**src/rtl/bsg_mcl_axil_pkg.sv**
```systemverilog
// Shared constants and sizing helpers for the AXI-Lite <-> manycore FIFO bridge.
`ifndef BSG_WIDTH
`define BSG_WIDTH(x) ($clog2((x)+1))
`endif

package bsg_mcl_axil_pkg;

  localparam int unsigned axil_data_width_gp = 32;

  function automatic int unsigned bsg_mcl_axil_ratio(input int unsigned fifo_w,
                                                     input int unsigned axil_w);
    return fifo_w / axil_w;
  endfunction

  // Word-index width; a ratio of 1 still needs a 1-bit counter.
  function automatic int unsigned bsg_mcl_axil_wc_width(input int unsigned ratio);
    return (ratio > 1) ? $clog2(ratio) : 1;
  endfunction

endpackage

```
**src/rtl/bsg_fifo_1r1w_small.sv**
```systemverilog
// Small 1-read 1-write FIFO with valid/yumi handshake and a free-entry count.
module bsg_fifo_1r1w_small #(
  parameter  int unsigned width_p       = 32,
  parameter  int unsigned els_p         = 2,
  localparam int unsigned free_width_lp = $clog2(els_p + 1)
) (
  input  logic                     clk_i,
  input  logic                     reset_n_i,
  input  logic                     v_i,
  input  logic [width_p-1:0]       data_i,
  output logic                     v_o,
  output logic [width_p-1:0]       data_o,
  input  logic                     yumi_i,
  output logic [free_width_lp-1:0] free_o
);

  localparam int unsigned ptr_width_lp = (els_p > 1) ? $clog2(els_p) : 1;

  logic [width_p-1:0]       mem_q [els_p];
  logic [ptr_width_lp-1:0]  wptr_q, wptr_d, rptr_q, rptr_d;
  logic [free_width_lp-1:0] count_q, count_d;

  function automatic logic [ptr_width_lp-1:0] ptr_inc(input logic [ptr_width_lp-1:0] p);
    return (p == ptr_width_lp'(els_p - 1)) ? '0 : p + ptr_width_lp'(1);
  endfunction

  always_comb begin
    wptr_d  = wptr_q;
    rptr_d  = rptr_q;
    count_d = count_q;
    if (v_i)    wptr_d = ptr_inc(wptr_q);
    if (yumi_i) rptr_d = ptr_inc(rptr_q);
    case ({v_i, yumi_i})
      2'b10:   count_d = count_q + free_width_lp'(1);
      2'b01:   count_d = count_q - free_width_lp'(1);
      default: count_d = count_q;
    endcase
  end

  always_ff @(posedge clk_i or negedge reset_n_i) begin
    if (!reset_n_i) begin
      wptr_q  <= '0;
      rptr_q  <= '0;
      count_q <= '0;
    end else begin
      wptr_q  <= wptr_d;
      rptr_q  <= rptr_d;
      count_q <= count_d;
    end
  end

  // Storage is never reset; occupancy alone decides what is visible.
  always_ff @(posedge clk_i) begin
    if (v_i) mem_q[wptr_q] <= data_i;
  end

  assign v_o    = (count_q != '0);
  assign data_o = mem_q[rptr_q];
  assign free_o = free_width_lp'(els_p) - count_q;

endmodule

```
**src/rtl/bsg_mcl_axil_sipo.sv**
```systemverilog
// Serial-in parallel-out word assembler with optional partial-packet timeout
// (BSG_MCL_AXIL_FIFOS_MASTER_TIMEOUT_EN).
module bsg_mcl_axil_sipo
  import bsg_mcl_axil_pkg::*;
#(
  parameter  int unsigned fifo_width_p      = 128,
  parameter  int unsigned axil_data_width_p = axil_data_width_gp,
  parameter  int unsigned timeout_p         = 1024,
  localparam int unsigned ratio_lp          = bsg_mcl_axil_ratio(fifo_width_p, axil_data_width_p),
  localparam int unsigned wc_width_lp       = bsg_mcl_axil_wc_width(ratio_lp)
) (
  input  logic                         clk_i,
  input  logic                         reset_n_i,
  input  logic [axil_data_width_p-1:0] data_i,
  input  logic                         v_i,
  output logic [fifo_width_p-1:0]      pkt_o,
  output logic                         last_o,
  output logic [wc_width_lp-1:0]       word_count_o,
  output logic                         timeout_o
);

  localparam int unsigned top_lsb_lp = (ratio_lp - 1) * axil_data_width_p;

  logic [wc_width_lp-1:0]  wc_q, wc_d;
  logic [fifo_width_p-1:0] pkt_q;
  logic [fifo_width_p-1:0] pkt_c;
  logic                    last_c;
  logic                    expire_c;

  assign last_c = v_i && (wc_q == wc_width_lp'(ratio_lp - 1));

`ifdef BSG_MCL_AXIL_FIFOS_MASTER_TIMEOUT_EN
  localparam int unsigned idle_width_lp = (timeout_p > 1) ? $clog2(timeout_p) : 1;

  logic [idle_width_lp-1:0] idle_q, idle_d;
  logic                     timeout_q;

  assign expire_c = (wc_q != '0) && !v_i && (idle_q == idle_width_lp'(timeout_p - 1));

  always_comb begin
    idle_d = idle_q + idle_width_lp'(1);
    if (v_i || (wc_q == '0) || expire_c) idle_d = '0;
  end

  always_ff @(posedge clk_i or negedge reset_n_i) begin
    if (!reset_n_i) begin
      idle_q    <= '0;
      timeout_q <= 1'b0;
    end else begin
      idle_q    <= idle_d;
      timeout_q <= expire_c;
    end
  end

  assign timeout_o = timeout_q;
`else
  assign expire_c  = 1'b0;
  assign timeout_o = 1'b0;
`endif

  always_comb begin
    wc_d = wc_q;
    if (v_i)           wc_d = last_c ? '0 : wc_q + wc_width_lp'(1);
    else if (expire_c) wc_d = '0;
  end

  always_ff @(posedge clk_i or negedge reset_n_i) begin
    if (!reset_n_i) wc_q <= '0;
    else            wc_q <= wc_d;
  end

  always_ff @(posedge clk_i) begin
    if (v_i) pkt_q[int'(wc_q) * axil_data_width_p +: axil_data_width_p] <= data_i;
  end

  // The last word bypasses the register so the packet is complete on the accept cycle.
  always_comb begin
    pkt_c = pkt_q;
    pkt_c[top_lsb_lp +: axil_data_width_p] = data_i;
  end

  assign pkt_o        = pkt_c;
  assign last_o       = last_c;
  assign word_count_o = wc_q;

endmodule

```
**src/rtl/bsg_mcl_axil_fifos_master.sv**
```systemverilog
// AXI-Lite response words -> packed manycore packets with credit flow control.
// Optional partial-packet timeout: BSG_MCL_AXIL_FIFOS_MASTER_TIMEOUT_EN.
module bsg_mcl_axil_fifos_master
  import bsg_mcl_axil_pkg::*;
#(
  parameter  int unsigned fifo_width_p         = 128,
  parameter  int unsigned rsp_credits_p        = 2,
  parameter  int unsigned axil_data_width_p    = axil_data_width_gp,
  parameter  int unsigned timeout_p            = 1024,
  localparam int unsigned ratio_lp             = bsg_mcl_axil_ratio(fifo_width_p, axil_data_width_p),
  localparam int unsigned rsp_credits_width_lp = `BSG_WIDTH(ratio_lp * rsp_credits_p)
) (
  input  logic                            clk_i,
  input  logic                            reset_n_i,
  input  logic [axil_data_width_p-1:0]    axil_rsp_i,
  input  logic                            axil_rsp_v_i,
  output logic                            axil_rsp_ready_o,
  output logic [fifo_width_p-1:0]         fifo_rsp_o,
  output logic                            fifo_rsp_v_o,
  input  logic                            fifo_rsp_ready_i,
  output logic [rsp_credits_width_lp-1:0] rsp_credits_o,
  output logic                            timeout_o
);

  localparam int unsigned wc_width_lp   = bsg_mcl_axil_wc_width(ratio_lp);
  localparam int unsigned free_width_lp = `BSG_WIDTH(rsp_credits_p);

  if (ratio_lp * axil_data_width_p != fifo_width_p) begin : g_width_check
    $fatal(1, "fifo_width_p must be a multiple of axil_data_width_p");
  end

  logic                            accept_c;
  logic                            last_c;
  logic [fifo_width_p-1:0]         pkt_c;
  logic [wc_width_lp-1:0]          word_count;
  logic                            fifo_v;
  logic [free_width_lp-1:0]        fifo_free;
  logic [rsp_credits_width_lp-1:0] credits_c;

  // Free word slots: whole free packet entries minus words already staged.
  assign credits_c = rsp_credits_width_lp'(ratio_lp * 32'(fifo_free))
                   - rsp_credits_width_lp'(word_count);

  assign axil_rsp_ready_o = reset_n_i & (credits_c != '0);
  assign accept_c         = axil_rsp_v_i & axil_rsp_ready_o;

  bsg_mcl_axil_sipo #(
    .fifo_width_p      (fifo_width_p),
    .axil_data_width_p (axil_data_width_p),
    .timeout_p         (timeout_p)
  ) u_sipo (
    .clk_i        (clk_i),
    .reset_n_i    (reset_n_i),
    .data_i       (axil_rsp_i),
    .v_i          (accept_c),
    .pkt_o        (pkt_c),
    .last_o       (last_c),
    .word_count_o (word_count),
    .timeout_o    (timeout_o)
  );

  bsg_fifo_1r1w_small #(
    .width_p (fifo_width_p),
    .els_p   (rsp_credits_p)
  ) u_fifo (
    .clk_i     (clk_i),
    .reset_n_i (reset_n_i),
    .v_i       (last_c),
    .data_i    (pkt_c),
    .v_o       (fifo_v),
    .data_o    (fifo_rsp_o),
    .yumi_i    (fifo_v & fifo_rsp_ready_i),
    .free_o    (fifo_free)
  );

  assign fifo_rsp_v_o  = fifo_v;
  assign rsp_credits_o = credits_c;

endmodule

```
**config.mk**
```make
export PLATFORM = sky130hd
export DESIGN_NAME = bsg_mcl_axil_fifos_master
export DESIGN_NICKNAME = d
export VERILOG_FILES = /design/src/rtl/bsg_mcl_axil_pkg.sv /design/src/rtl/bsg_fifo_1r1w_small.sv /design/src/rtl/bsg_mcl_axil_sipo.sv /design/src/rtl/bsg_mcl_axil_fifos_master.sv
export SDC_FILE = /design/constraint.sdc
export NUM_CORES = 1
export LEC_CHECK = 0
export CORE_AREA = 2 2 186 151
export CTS_CLUSTER_DIAMETER = 150
export DETAILED_ROUTE_END_ITERATION = 6
export DIE_AREA = 0 0 188 153
export GPL_ROUTABILITY_DRIVEN = 0
export HOLD_SLACK_MARGIN = 0.02
export PLACE_DENSITY = 0.69
export SYNTH_ARGS = -nofsm -noshare
export SYNTH_HDL_FRONTEND = slang
export SYNTH_SLANG_ARGS = --single-unit
```
**constraint.sdc**
```tcl
create_clock -name clk_i -period 8.31 [get_ports clk_i]
set_clock_uncertainty 0.15 [all_clocks]
set_input_delay 1.2465 -clock clk_i [delete_from_list [all_inputs] [get_ports clk_i]]
set_output_delay 1.2465 -clock clk_i [all_outputs]
set_load 0.01 [all_outputs]
```
# [Word level (Yosys, flattened, before mapping)]
# Memories as Yosys holds them, arrays and structs flattened.
# Cells that the tools add are included.
# Widths: inputs -> output; s select.
[totals] ramBits=256 memories=1 out_inout_bits=135 input_bits=36 ff_bits=134
[classes] mux=7 n_eq_ne=3 addsub=8 bitwise_logic=3 n_reduce_logical=4 shift=2
[memory_table] memory="u_fifo.mem_q" depth=2 width=128 read_ports=1 rd_clocked_by_memory_dff=0 write_ports=1 line="bsg_fifo_1r1w_small.sv:19" text="logic [width_p-1:0] mem_q [els_p];"
[ops] operator="$bwmux 128" count=1
[ops] operator="$shift 32x34->128 const A" count=1
[ops] operator="$shiftx 32x34->128" count=1
[ops] operator="$neg 7->34" count=1
[ops] operator="$add 2x1->2 const B" count=2
[ops] operator="$eq 2x2->1 const B" count=2
[ops] operator="$mux 1" count=4
[ops] operator="$pmux 2 s2" count=1
[ops] operator="$reduce_bool 2->1" count=2
[ops] operator="$reduce_bool 4->1" count=1
[ops] operator="$sub 4x2->4" count=1
[ops] operator="$and 1x1->1" count=3
[ops] operator="$add 1x1->1 const B" count=2
[ops] operator="$eq 2x1->1 const B" count=1
[ops] operator="$mux 2" count=1
[ops] operator="$sub 2x1->2 const B" count=1
[ops] operator="$sub 2x2->2 const A" count=1
[ops] operator="$logic_and 1x1->1" count=1

# [Depth between registers and ports, before layout]
[depth] ltp_word=8 ltp_mapped=10 mapped_depth_nobuf=9

# [By module]
# From an unflattened synthesis, not the netlist that was laid out.
[unflattened] hier_cells=696 area_unflattened_um2=13660.6
[by_module_without_submodules] module="bsg_fifo_1r1w_small" cells_per_inst=418 area_per_inst_um2=9489.1 instances=1 seq_area_each_um2=7787.5
[by_module_without_submodules] module="bsg_mcl_axil_sipo" cells_per_inst=264 area_per_inst_um2=4083.9 instances=1 seq_area_each_um2=2932.8
[by_module_without_submodules] module="bsg_mcl_axil_fifos_master" cells_per_inst=14 area_per_inst_um2=87.6 instances=1 seq_area_each_um2=0.0

# [Worst setup path before layout]
# OpenSTA, ideal clock, no wires.
[synth_timing] path_type="flip-flop to flip-flop" start="reg u_fifo.count_q[0]" end="mem u_fifo.mem_q[0][0] in the netlist's numbering, enable pin" stages_incl_launch_ff=7 slack_ns=1.209 required_time_ns=7.569 period_less_slack_ns=7.101 arrival_ns=6.360 cell_sequence="dfrtp_1 -> buf_4 -> inv_1 -> ha_1 -> or3_4 -> and3_1 -> nor3_2"
[synth_via] elab_chain_cells=8
[synth_rtl] item="start, declared" line="bsg_fifo_1r1w_small.sv:21" text="logic [free_width_lp-1:0] count_q, count_d;"
[synth_rtl] item="start signal, assigned" line="bsg_fifo_1r1w_small.sv:48" text="count_q <= count_d;"
[synth_rtl] item="$sub 2x2->2" line="bsg_fifo_1r1w_small.sv:59" text="assign free_o = free_width_lp'(els_p) - count_q;"
[synth_rtl] item="$sub 4x2->4" line="bsg_mcl_axil_fifos_master.sv:42" text="- rsp_credits_width_lp'(word_count);"
[synth_rtl] item="$reduce_bool 4->1" line="bsg_mcl_axil_fifos_master.sv:44" text="assign axil_rsp_ready_o = reset_n_i & (credits_c != '0);"
[synth_rtl] item="$and 1x1->1" line="bsg_mcl_axil_fifos_master.sv:44"
[synth_rtl] item="$and 1x1->1" line="bsg_mcl_axil_fifos_master.sv:45" text="assign accept_c = axil_rsp_v_i & axil_rsp_ready_o;"
[synth_rtl] item="$logic_and 1x1->1" line="bsg_mcl_axil_sipo.sv:30" text="assign last_c = v_i && (wc_q == wc_width_lp'(ratio_lp - 1));"
[synth_rtl] item="$mux 1" line="bsg_fifo_1r1w_small.sv:54" text="if (v_i) mem_q[wptr_q] <= data_i;"
[synth_rtl] item="$mux 1 (implied by the code)" line="bsg_fifo_1r1w_small.sv:54"
[synth_rtl] item="end, declared" line="bsg_fifo_1r1w_small.sv:19"
# Every way passes these cells.

# [Worst setup path after layout]
[layout_timing] start="reg u_fifo.rptr_q" end="out fifo_rsp_o[93]"
[layout_via] elab_chain_cells=1
[layout_rtl] item="start, declared" line="bsg_fifo_1r1w_small.sv:20" text="logic [ptr_width_lp-1:0] wptr_q, wptr_d, rptr_q, rptr_d;"
[layout_rtl] item="start signal, assigned" line="bsg_fifo_1r1w_small.sv:47" text="rptr_q <= rptr_d;"
[layout_rtl] item="$mem_v2 2x128"
[layout_rtl] item="end, declared" line="bsg_mcl_axil_fifos_master.sv:18" text="output logic [fifo_width_p-1:0] fifo_rsp_o,"
# Every way passes these cells.

==> results.toml <==
[run_status]
status = "finished clean"

[finish]
stdcell_count = 1233
fin_nets = 889
design_area_sq_um = 16500
drive_above_1_share = 0.221
area_delta_synth_final_pct = 23.7
n_fill_cell = 1913

[pwr]
ir_worst_vdd_uv = 320
pwr_density_cell_nw_per_um2 = 315
p_leak_nw = 5.44

[yosys]
synth-seq-area-share = 0.805
synth.cell_area_sq_um = 13300
synthTopCellsByArea = "edfxtp_1, mux2_2, and2_1"
yosysTopAreaCellShare = 0.794
syn-num-nets = 703
synthCells = 660
synth_top_area_cell = "edfxtp_1"
synth_warnings = 0
ys_seq_elements = 358
ys_types = 31
avgSynthCellArea_sq_um = 20.2

[cts]
cts_tree = "yes"
numCtsBuffers = 36
post-cts-setup-buffers = 0
h-tree-depth = 2
clock_sinks = 358
root_buffer = "clkbuf_16"
cts_resized = 0
cts_buffer_depth = 3
clkSlewWorstSetupHoldPaths_ns = 0.06
clk_latency_ns = 0.51
holdBufCountCts = 0

[timing]
period_share = 0.578
min_period_ns = 4.81
worst_slew_pin_slew_ns = 1.08
finalMaxSlewViolations = 0
grt_setup_unrepaired = "false"
setup-tns-final_ns = 0
fmax_mhz = 208
hold_viol_final = 0
setup-violations-final = 0
max_slew_margin = 0.282

[min_path]
hp-class = "reg2reg"
min-delay-start = "u_sipo.pkt_q[93]"
holdPathStages = 0
min_to = "u_fifo.mem_q[1][93]"

[setup_path]
cp.required_ns = 6.91
worstReg2RegEnd = "u_fifo.mem_q[1][110]"
path_cells = "buf_4 > mux2_2 > clkdlybuf4s50_1"
endpoint_kind = "output pin"
crit_buf_inv = 2
crit_arrival_ns = 3.41
critical_path.max_fanout = 81
crit_type = "reg2out"
ff2ff_setup_slack_ns = 4.45
rr_worst_depth = 6
startpoint_type = "flop"
r2r_start = "u_sipo.word_count_o[0]"
slowest_stage = "buf_4"
slowest_delay_ns = 0.95
crit_family = "buffers and inverters"

[global_route]
first_global_vias = 6725
antenna_found_initial = 1
grt_overflow = 0
grt_usage = 0.173
grt_max_degree = 113
grt_first_pass_wirelength_microns = 38300

[placed_design]
io_buffers = 169
placed_cells = 1172
dpl-instance-area_sq_um = 15400
hpwl_microns = 14300

[routing]
post_drt_wl_per_cell_microns = 20.2
drtIter0Drc = 337
ant_nets = 0
via_per_inst = 5.10
via_count = 6293
drt_wl_total_microns = 24800
drc = 0
firstDrtPassIters = 4

[die]
start_util = 0.494
core_area_sq_um = 27000
die_height_microns = 153
chipWidth_microns = 188
fp-row-count = 54
dieArea_sq_um = 28800
io_pins = 171

[run]
maxCapViolations = 0
## synth_stat cells
| cell | instances |
|---|---|
| and2_1 | 97 |
| nor2b_1 | 1 |
| buf_2 | 13 |
| buf_4 | 3 |
| a22o_1 | 1 |
| a2111oi_0 | 1 |
| xnor2_1 | 5 |
| nand3_1 | 1 |
| a221o_1 | 1 |
| mux2_2 | 128 |
| edfxtp_1 | 352 |
| o22ai_1 | 1 |
| a31oi_4 | 2 |
| nand2_1 | 3 |
| xor2_1 | 2 |
| and3b_1 | 1 |
| or3_4 | 1 |
| and3_1 | 4 |
| o21ai_2 | 1 |
| buf_6 | 1 |
| clkbuf_1 | 10 |
| and2b_4 | 1 |
| dfrtp_1 | 6 |
| ha_1 | 7 |
| inv_2 | 1 |
| a21oi_1 | 1 |
| inv_1 | 7 |
| nor3b_2 | 3 |
| nor3_2 | 1 |
| conb_1 | 1 |
| nor2_1 | 3 |
## final cells by class
cell class / instances / area (sq um) / area share
Tap cell: 364 / 455 / 0.0276
Sequential cell: 358 / 10700 / 0.651
Clock buffer: 46 / 960 / 0.0583
Antenna cell: 1 / 2.50 / 0.000152
Multi-Input combinational cell: 267 / 2460 / 0.149
Timing Repair Buffer: 175 / 1750 / 0.106
Clock inverter: 14 / 92.6 / 0.00562
Inverter: 8 / 30.0 / 0.00182
## registers in the layout, indices dropped and copies added, names as in the netlist
register / flops
u_fifo.count_q: 2
u_fifo.mem_q: 256
u_fifo.rptr_q: 1
u_fifo.wptr_q: 1
u_sipo.pkt_q: 96
u_sipo.word_count_o: 2
## per-stage QoR
step	worst slack, ns	utilization	power (W)	hold slack [ns]
floorplan	1.21	-	0.00310	0.271
global placement	3.68	0.572	0.00374	0.272
detailed placement	3.49	0.572	0.00378	0.279
CTS	3.48	0.611	0.00525	0.288
global route	3.34	0.611	0.00540	0.297
finish	3.50	0.611	0.00519	0.287
## worst max path at each step
stage	start	endpoint	depth (start not counted)
floorplan	u_fifo.count_q[0]	u_fifo.mem_q[0][0]	6
global placement	reset_n_i	u_fifo.mem_q[1][78]	5
detailed placement	reset_n_i	u_fifo.mem_q[1][78]	5
CTS	u_fifo.rptr_q	fifo_rsp_o[93]	3
global route	u_fifo.rptr_q	fifo_rsp_o[94]	3
finish	u_fifo.rptr_q	fifo_rsp_o[93]	3
## report_power, final
group          internal (W)  total, W  switching, W
clock              0.000844   0.00146      0.000620
sequential          0.00220   0.00232      0.000116
combinational      0.000748   0.00141      0.000663
total               0.00379   0.00519       0.00140
## cells by family (layout without fill, tap and decap cells)
family,Yosys count,count (layout),synth area share
DFF,358,358,0.805
buffers and inverters,35,243,0.0125
other,1,2,0.000282
adders and majority gates,7,7,0.00658
muxes,128,128,0.108
and+or+nand+nor,116,116,0.0558
AOI/OAI and AO/OA,8,8,0.00677
xor gates and xnor gates,7,7,0.00460
## per-layer routing
metal	track usage	share of wire	vias to the layer above
met1	0.235	0.44	3210
met3	0.0400	0.056	28
met2	0.284	0.49	174
li1	-	-	2881
met4	0.0457	0.014	0
met5	0	0	-
## worst reg2reg max path, stage by stage, from the launching register on
cell and delay [ns]:
dfrtp_1 0.69, inv_2 0.15, ha_1 0.36, and2b_4 0.26, a31oi_4 0.18, and2_4 0.80
buf_4 0.84
## cells in the final DEF, fill, tap and decap left out, drive strengths merged, types with 5 or more instances in the layout
master	n
edfxtp	352
clkdlybuf4s50	169
mux2	128
and2	97
clkbuf	46
clkinv	11
inv	10
ha	7
buf	6
dfrtp	6
xnor2	5
(Power assumes the default switching activity.)
